## src/rtl/gift_inv_sbox_masked.sv

```systemverilog
// Two-share masked GIFT inverse S-box with a two-stage valid/ready pipeline.
// S1 registers domain-separated degree-2 terms; S2 forms the cubic terms and compresses to the output shares.
module gift_inv_sbox_masked #(
    parameter int RAND_W     = 8,
    parameter bit CLEAR_IDLE = 1'b1
) (
    input  logic              clk,
    input  logic              rst_n,
    input  logic              in_valid,
    output logic              in_ready,
    input  logic [3:0]        in_s0,
    input  logic [3:0]        in_s1,
    input  logic [RAND_W-1:0] rand_in,
    output logic              out_valid,
    input  logic              out_ready,
    output logic [3:0]        out_s0,
    output logic [3:0]        out_s1
);

    // Quadratic monomials x_a*x_b and the fresh bit masking each cross-domain term.
    // Products with disjoint operands share a random bit.
    localparam int NP = 6;
    localparam int PA [NP] = '{0, 0, 1, 0, 1, 2};
    localparam int PB [NP] = '{1, 2, 2, 3, 3, 3};
    localparam int PR [NP] = '{0, 1, 2, 2, 1, 0};

    logic            s1_valid_reg;
    logic [3:0]      lin0_reg, lin1_reg;
    logic [NP-1:0]   inner0_reg, inner1_reg, cross01_reg, cross10_reg;
    logic [3:0]      rand_hi_reg;
    logic            s2_valid_reg;
    logic [3:0]      out0_reg, out1_reg;

    logic            s2_load, s1_load;
    logic [3:0]      lin0_next, lin1_next;
    logic [NP-1:0]   inner0_next, inner1_next, cross01_next, cross10_next;

    assign s2_load  = !s2_valid_reg || out_ready;
    assign s1_load  = !s1_valid_reg || s2_load;
    assign in_ready = s1_load;

    // Linear shares are re-randomised on x0; the sharing changes, the value does not.
    assign lin0_next = in_s0 ^ {3'b000, rand_in[3]};
    assign lin1_next = in_s1 ^ {3'b000, rand_in[3]};

    generate
        for (genvar gi = 0; gi < NP; gi++) begin : g_dom_and
            assign inner0_next[gi]  = in_s0[PA[gi]] & in_s0[PB[gi]];
            assign inner1_next[gi]  = in_s1[PA[gi]] & in_s1[PB[gi]];
            assign cross01_next[gi] = (in_s0[PA[gi]] & in_s1[PB[gi]]) ^ rand_in[PR[gi]];
            assign cross10_next[gi] = (in_s1[PA[gi]] & in_s0[PB[gi]]) ^ rand_in[PR[gi]];
        end
    endgenerate

    always_ff @(posedge clk or negedge rst_n) begin
        if (!rst_n) begin
            s1_valid_reg <= 1'b0;
            lin0_reg     <= '0;
            lin1_reg     <= '0;
            inner0_reg   <= '0;
            inner1_reg   <= '0;
            cross01_reg  <= '0;
            cross10_reg  <= '0;
            rand_hi_reg  <= '0;
        end else if (s1_load) begin
            s1_valid_reg <= in_valid;
            if (in_valid) begin
                lin0_reg    <= lin0_next;
                lin1_reg    <= lin1_next;
                inner0_reg  <= inner0_next;
                inner1_reg  <= inner1_next;
                cross01_reg <= cross01_next;
                cross10_reg <= cross10_next;
                rand_hi_reg <= rand_in[7:4];
            end else if (CLEAR_IDLE) begin
                lin0_reg    <= '0;
                lin1_reg    <= '0;
                inner0_reg  <= '0;
                inner1_reg  <= '0;
                cross01_reg <= '0;
                cross10_reg <= '0;
                rand_hi_reg <= '0;
            end
        end
    end

    // ANF of the inverse S-box, evaluated on one share; cst injects the constant term into share 0 only.
    function automatic logic [3:0] inv_share(input logic [3:0] l, input logic [NP-1:0] q,
                                             input logic c012, input logic c013, input logic cst,
                                             input logic r6, input logic r7);
        logic [3:0] y;
        y[0] = cst ^ l[0] ^ l[1] ^ l[2] ^ l[3] ^ q[0] ^ q[1] ^ q[2] ^ c013;
        y[1] = l[2] ^ l[3] ^ q[0] ^ q[1] ^ q[2] ^ q[4] ^ q[5] ^ c012;
        y[2] = cst ^ l[0] ^ l[1] ^ l[2] ^ q[3] ^ r6;
        y[3] = cst ^ l[0] ^ l[2] ^ q[4] ^ r7;
        return y;
    endfunction

    logic [1:0][3:0]    lin_sh;
    logic [1:0][NP-1:0] q_sh;
    logic [1:0]         c012_sh, c013_sh;
    logic [1:0][3:0]    y_sh;

    assign lin_sh[0] = lin0_reg;
    assign lin_sh[1] = lin1_reg;
    assign q_sh[0]   = inner0_reg ^ cross01_reg;
    assign q_sh[1]   = inner1_reg ^ cross10_reg;

    // Cubic terms x0x1x2 and x0x1x3 as DOM products of the x0x1 share with x2 / x3.
    generate
        for (genvar gi = 0; gi < 2; gi++) begin : g_share
            assign c012_sh[gi] = (q_sh[gi][0] & lin_sh[gi][2])
                               ^ ((q_sh[gi][0] & lin_sh[1-gi][2]) ^ rand_hi_reg[0]);
            assign c013_sh[gi] = (q_sh[gi][0] & lin_sh[gi][3])
                               ^ ((q_sh[gi][0] & lin_sh[1-gi][3]) ^ rand_hi_reg[1]);
            assign y_sh[gi]    = inv_share(lin_sh[gi], q_sh[gi], c012_sh[gi], c013_sh[gi],
                                           1'(gi == 0), rand_hi_reg[2], rand_hi_reg[3]);
        end
    endgenerate

    always_ff @(posedge clk or negedge rst_n) begin
        if (!rst_n) begin
            s2_valid_reg <= 1'b0;
            out0_reg     <= '0;
            out1_reg     <= '0;
        end else if (s2_load) begin
            s2_valid_reg <= s1_valid_reg;
            if (s1_valid_reg) begin
                out0_reg <= y_sh[0];
                out1_reg <= y_sh[1];
            end else if (CLEAR_IDLE) begin
                out0_reg <= '0;
                out1_reg <= '0;
            end
        end
    end

    assign out_valid = s2_valid_reg;
    assign out_s0    = out0_reg;
    assign out_s1    = out1_reg;

endmodule

```

## config.mk

```make
export PLATFORM = sky130hd
export DESIGN_NAME = gift_inv_sbox_masked
export DESIGN_NICKNAME = d
export VERILOG_FILES = /design/src/rtl/gift_inv_sbox_masked.sv
export SDC_FILE = /design/constraint.sdc
export NUM_CORES = 1
export LEC_CHECK = 0
export CORE_ASPECT_RATIO = 0.7
export CORE_MARGIN = 4
export CORE_UTILIZATION = 40
export CTS_CLUSTER_DIAMETER = 60
export DETAILED_ROUTE_END_ITERATION = 10
export PLACE_DENSITY = 0.71
export SLEW_MARGIN = 20
export SYNTH_ARGS = -nofsm -noshare
export SYNTH_HDL_FRONTEND = slang
export SYNTH_SLANG_ARGS = --single-unit
```

## constraint.sdc

```tcl
create_clock -name clk -period 3.9 [get_ports clk]
set_input_delay 1.17 -clock clk [delete_from_list [all_inputs] [get_ports clk]]
set_output_delay 1.17 -clock clk [all_outputs]
set_load 0.01 [all_outputs]
```

==> results.toml, run 1 <==
[status]
outcome = "finished, final reports clean"

[sta]
slew-limit-headroom_pct = 59.49
drv_slew = 0
setup_tns_ns = 0
finalWorstSetupSlack_ns = 0.2585
rsz0062_at_grt = "false"
worst_pin_slew_ns = 0.6076
max_freq_mhz = 274.6
fin_crit_sh_pct = 93.37
finalClockSkew_ns = 0.01435
post-route-min-period_ns = 3.641
finalHoldViolations = 0
setup_viol = 0

[critical_path]
end_kind = "output port"
r2r_end = "out_s1[1]"
path_max_fanout = 2
r2r_setup_slack_ns = 2.06
r2r_cells = 4
startpoint_type = "input port"
r2r_start = "lin1_reg[2]"
worstPathArrival_ns = 2.47
worstPathRequired_ns = 2.73
path_class = "in2out"

[synth]
yosysWarnings = 0
synth_seq_area_share_pct = 47.67
ys_top_cells_by_count = "nand2_1, dfrtp_1, nand3_1, o21ai_1, xor2_1"
synth_cells = 243
syn_area_um2 = 2415
synth_seq_cells = 46
yosysMostFrequentCell = "nand2_1"
synth.avg_cell_area_um2 = 9.938
synth.area.top_cells = "dfrtp_1, nand2_1, xnor3_1"
synth_edf_count = 0
synth_top_cell_by_area = "dfrtp_1"
yosys.area.top_type_share_pct = 47.67
synthesis.nets = 263
ys.flop_type = "dfrtp_1"
yosysUniqueCellTypes = 21
async_reset_ff_share_pct = 100.0

[min_path]
min_from = "out_s1[3]"
worstHoldEndpoint = "out_s1[3]"
whs_path_depth = 2
hold_path_class = "reg2reg"

[floorplan]
die_w_um = 100.9
coreArea_um2 = 5784
start_util_pct = 41.75
std_cell_rows = 23
die_h_um = 73.01
io_pins = 30
die-area_um2 = 7364

[detailed_routing]
via_per_inst = 4.928
drtPass1Iterations = 4
wl_met1_mm = 2.842
top_layer = "met4"
routedWlPerCell_um = 15.21
drt_wl_total_mm = 5.263
routed-wl-met3_um = 181
drtIter0Drc = 130
wl_met2_mm = 2.205
num_vias = 1705
drtAntennaViolNets = 0
drc = 0

[clock_tree]
htreeDepth = 2
cts_buffer_depth = 2
clock_sinks = 46
clockRootBuffer = "clkbuf_8"
cts_resized = 0
cts_hold_buf = 0
cts_tree = "done"
clk_latency_ns = 0.30
cts_buffers = 5
cts.clk_slew.worst_paths_ns = 0.09
post-cts-setup-buffer-count = 0

[finish]
finalNetCount = 290
layout-drive-gt1-share_pct = 5.904
insertedDiodeCount = 0
fillers = 546
final_cells = 346
area_growth_pct = 18.96

[placement]
place_ws_ns = 0.2639
gp_congestion = 0.7527
port_buffers = 29
placedCellCount = 338
place_hpwl_mm = 3.709

[grt]
grt.overflow.total = 0
first_global_vias = 1720
grt_max_degree = 48
grt_pass1_wl_mm = 8.700
antenna_found_initial = 0
grt.total_usage_pct = 15.30

[pwr]
power.leakage_nw = 1.329
ir_drop_mv = 0.1706
p_per_area_nw_per_um2 = 462.4

[flow_run]
max-cap-violations = 0
## worst max-delay path, cell delays in order
cell and delay [ns]:
clkdlybuf4s50_1 0.46, nor2b_1 0.05, and2_1 0.19, inv_2 0.07, clkdlybuf4s50_1 0.53
## metrics by stage
stage          hold slack (ns)  cell area [um2]  util [%]  power [mW]
2_1_floorplan           0.4607             2415         -      0.8707
3_3_place_gp            0.4696             2775     47.98       1.022
3_5_place_dp            0.4764             2775     47.98       1.035
4_1_cts                 0.4968             2870     49.62       1.343
5_1_grt                 0.5258             2873     49.66       1.399
6_report                0.4885             2873     49.66       1.328
## power by group
group	internal, mW	switching (mW)
registers	0.540	0.0437
logic	0.251	0.184
clock network	0.143	0.167
total	0.934	0.394
## layout by cell type (no fill, tap or decap), types with 2 or more instances in the layout
cell type,n
nand2_1,66
o21ai_1,22
dfrtp_1,46
xnor3_1,9
nor2_1,2
buf_4,5
o21ai_0,10
mux2i_1,2
clkbuf_8,6
xor3_1,2
xor2_1,20
clkdlybuf4s50_1,28
nor2b_1,2
nand3_1,24
nand2b_1,2
xnor2_1,16
## how the worst max path moves through the flow
stage / from / end / slack (ns) / depth (start not counted)
finish: out_ready / in_ready / 0.26 / 5
global route: out_ready / in_ready / 0.18 / 5
CTS: out_ready / in_ready / 0.25 / 5
detailed placement: out_ready / in_ready / 0.26 / 5
global placement: out_ready / in_ready / 0.26 / 5
floorplan: out_ready / in_ready / 0.94 / 4
## layout make-up
| cell class | count | area (um2) | area share [%] |
|---|---|---|---|
| timing repair buffer | 33 | 317.8 | 11.06 |
| clock buffer | 6 | 82.58 | 2.875 |
| sequential | 46 | 1151 | 40.07 |
| clock inverter | 2 | 12.51 | 0.4355 |
| tap | 75 | 93.84 | 3.267 |
| inverter | 2 | 7.507 | 0.2613 |
| multi-input combinational | 182 | 1207 | 42.03 |
## metal layers
metal	global-route usage, %	up-vias
li1	-	842
met1	23.66	823
met2	21.88	32
met3	3.152	8
met4	3.587	0
met5	0	-
## logic make-up (layout without fill, tap and decap cells)
| group | Yosys count | in the layout | synth area share [%] |
|---|---|---|---|
| multiplexers | 2 | 2 | 0.8290 |
| AND/OR/NAND/NOR | 98 | 98 | 17.10 |
| XOR/XNOR | 49 | 49 | 25.08 |
| AO/OA/AOI/OAI | 33 | 33 | 6.995 |
| buffers and inverters | 15 | 43 | 2.331 |
| flip-flops | 46 | 46 | 47.67 |
Note: power is estimated with default switching activity, not from simulation.
==> run 2: changes to the inputs <==
--- a/config.mk
+++ b/config.mk
@@ -10,6 +10,7 @@
 export CORE_UTILIZATION = 40
 export CTS_CLUSTER_DIAMETER = 60
 export DETAILED_ROUTE_END_ITERATION = 10
+export GPL_TIMING_DRIVEN = 1
 export PLACE_DENSITY = 0.71
 export SLEW_MARGIN = 20
 export SYNTH_ARGS = -nofsm -noshare
==> results of run 2 <==
Same layout as run 1: the final DEF is identical, and so are final timing and power.
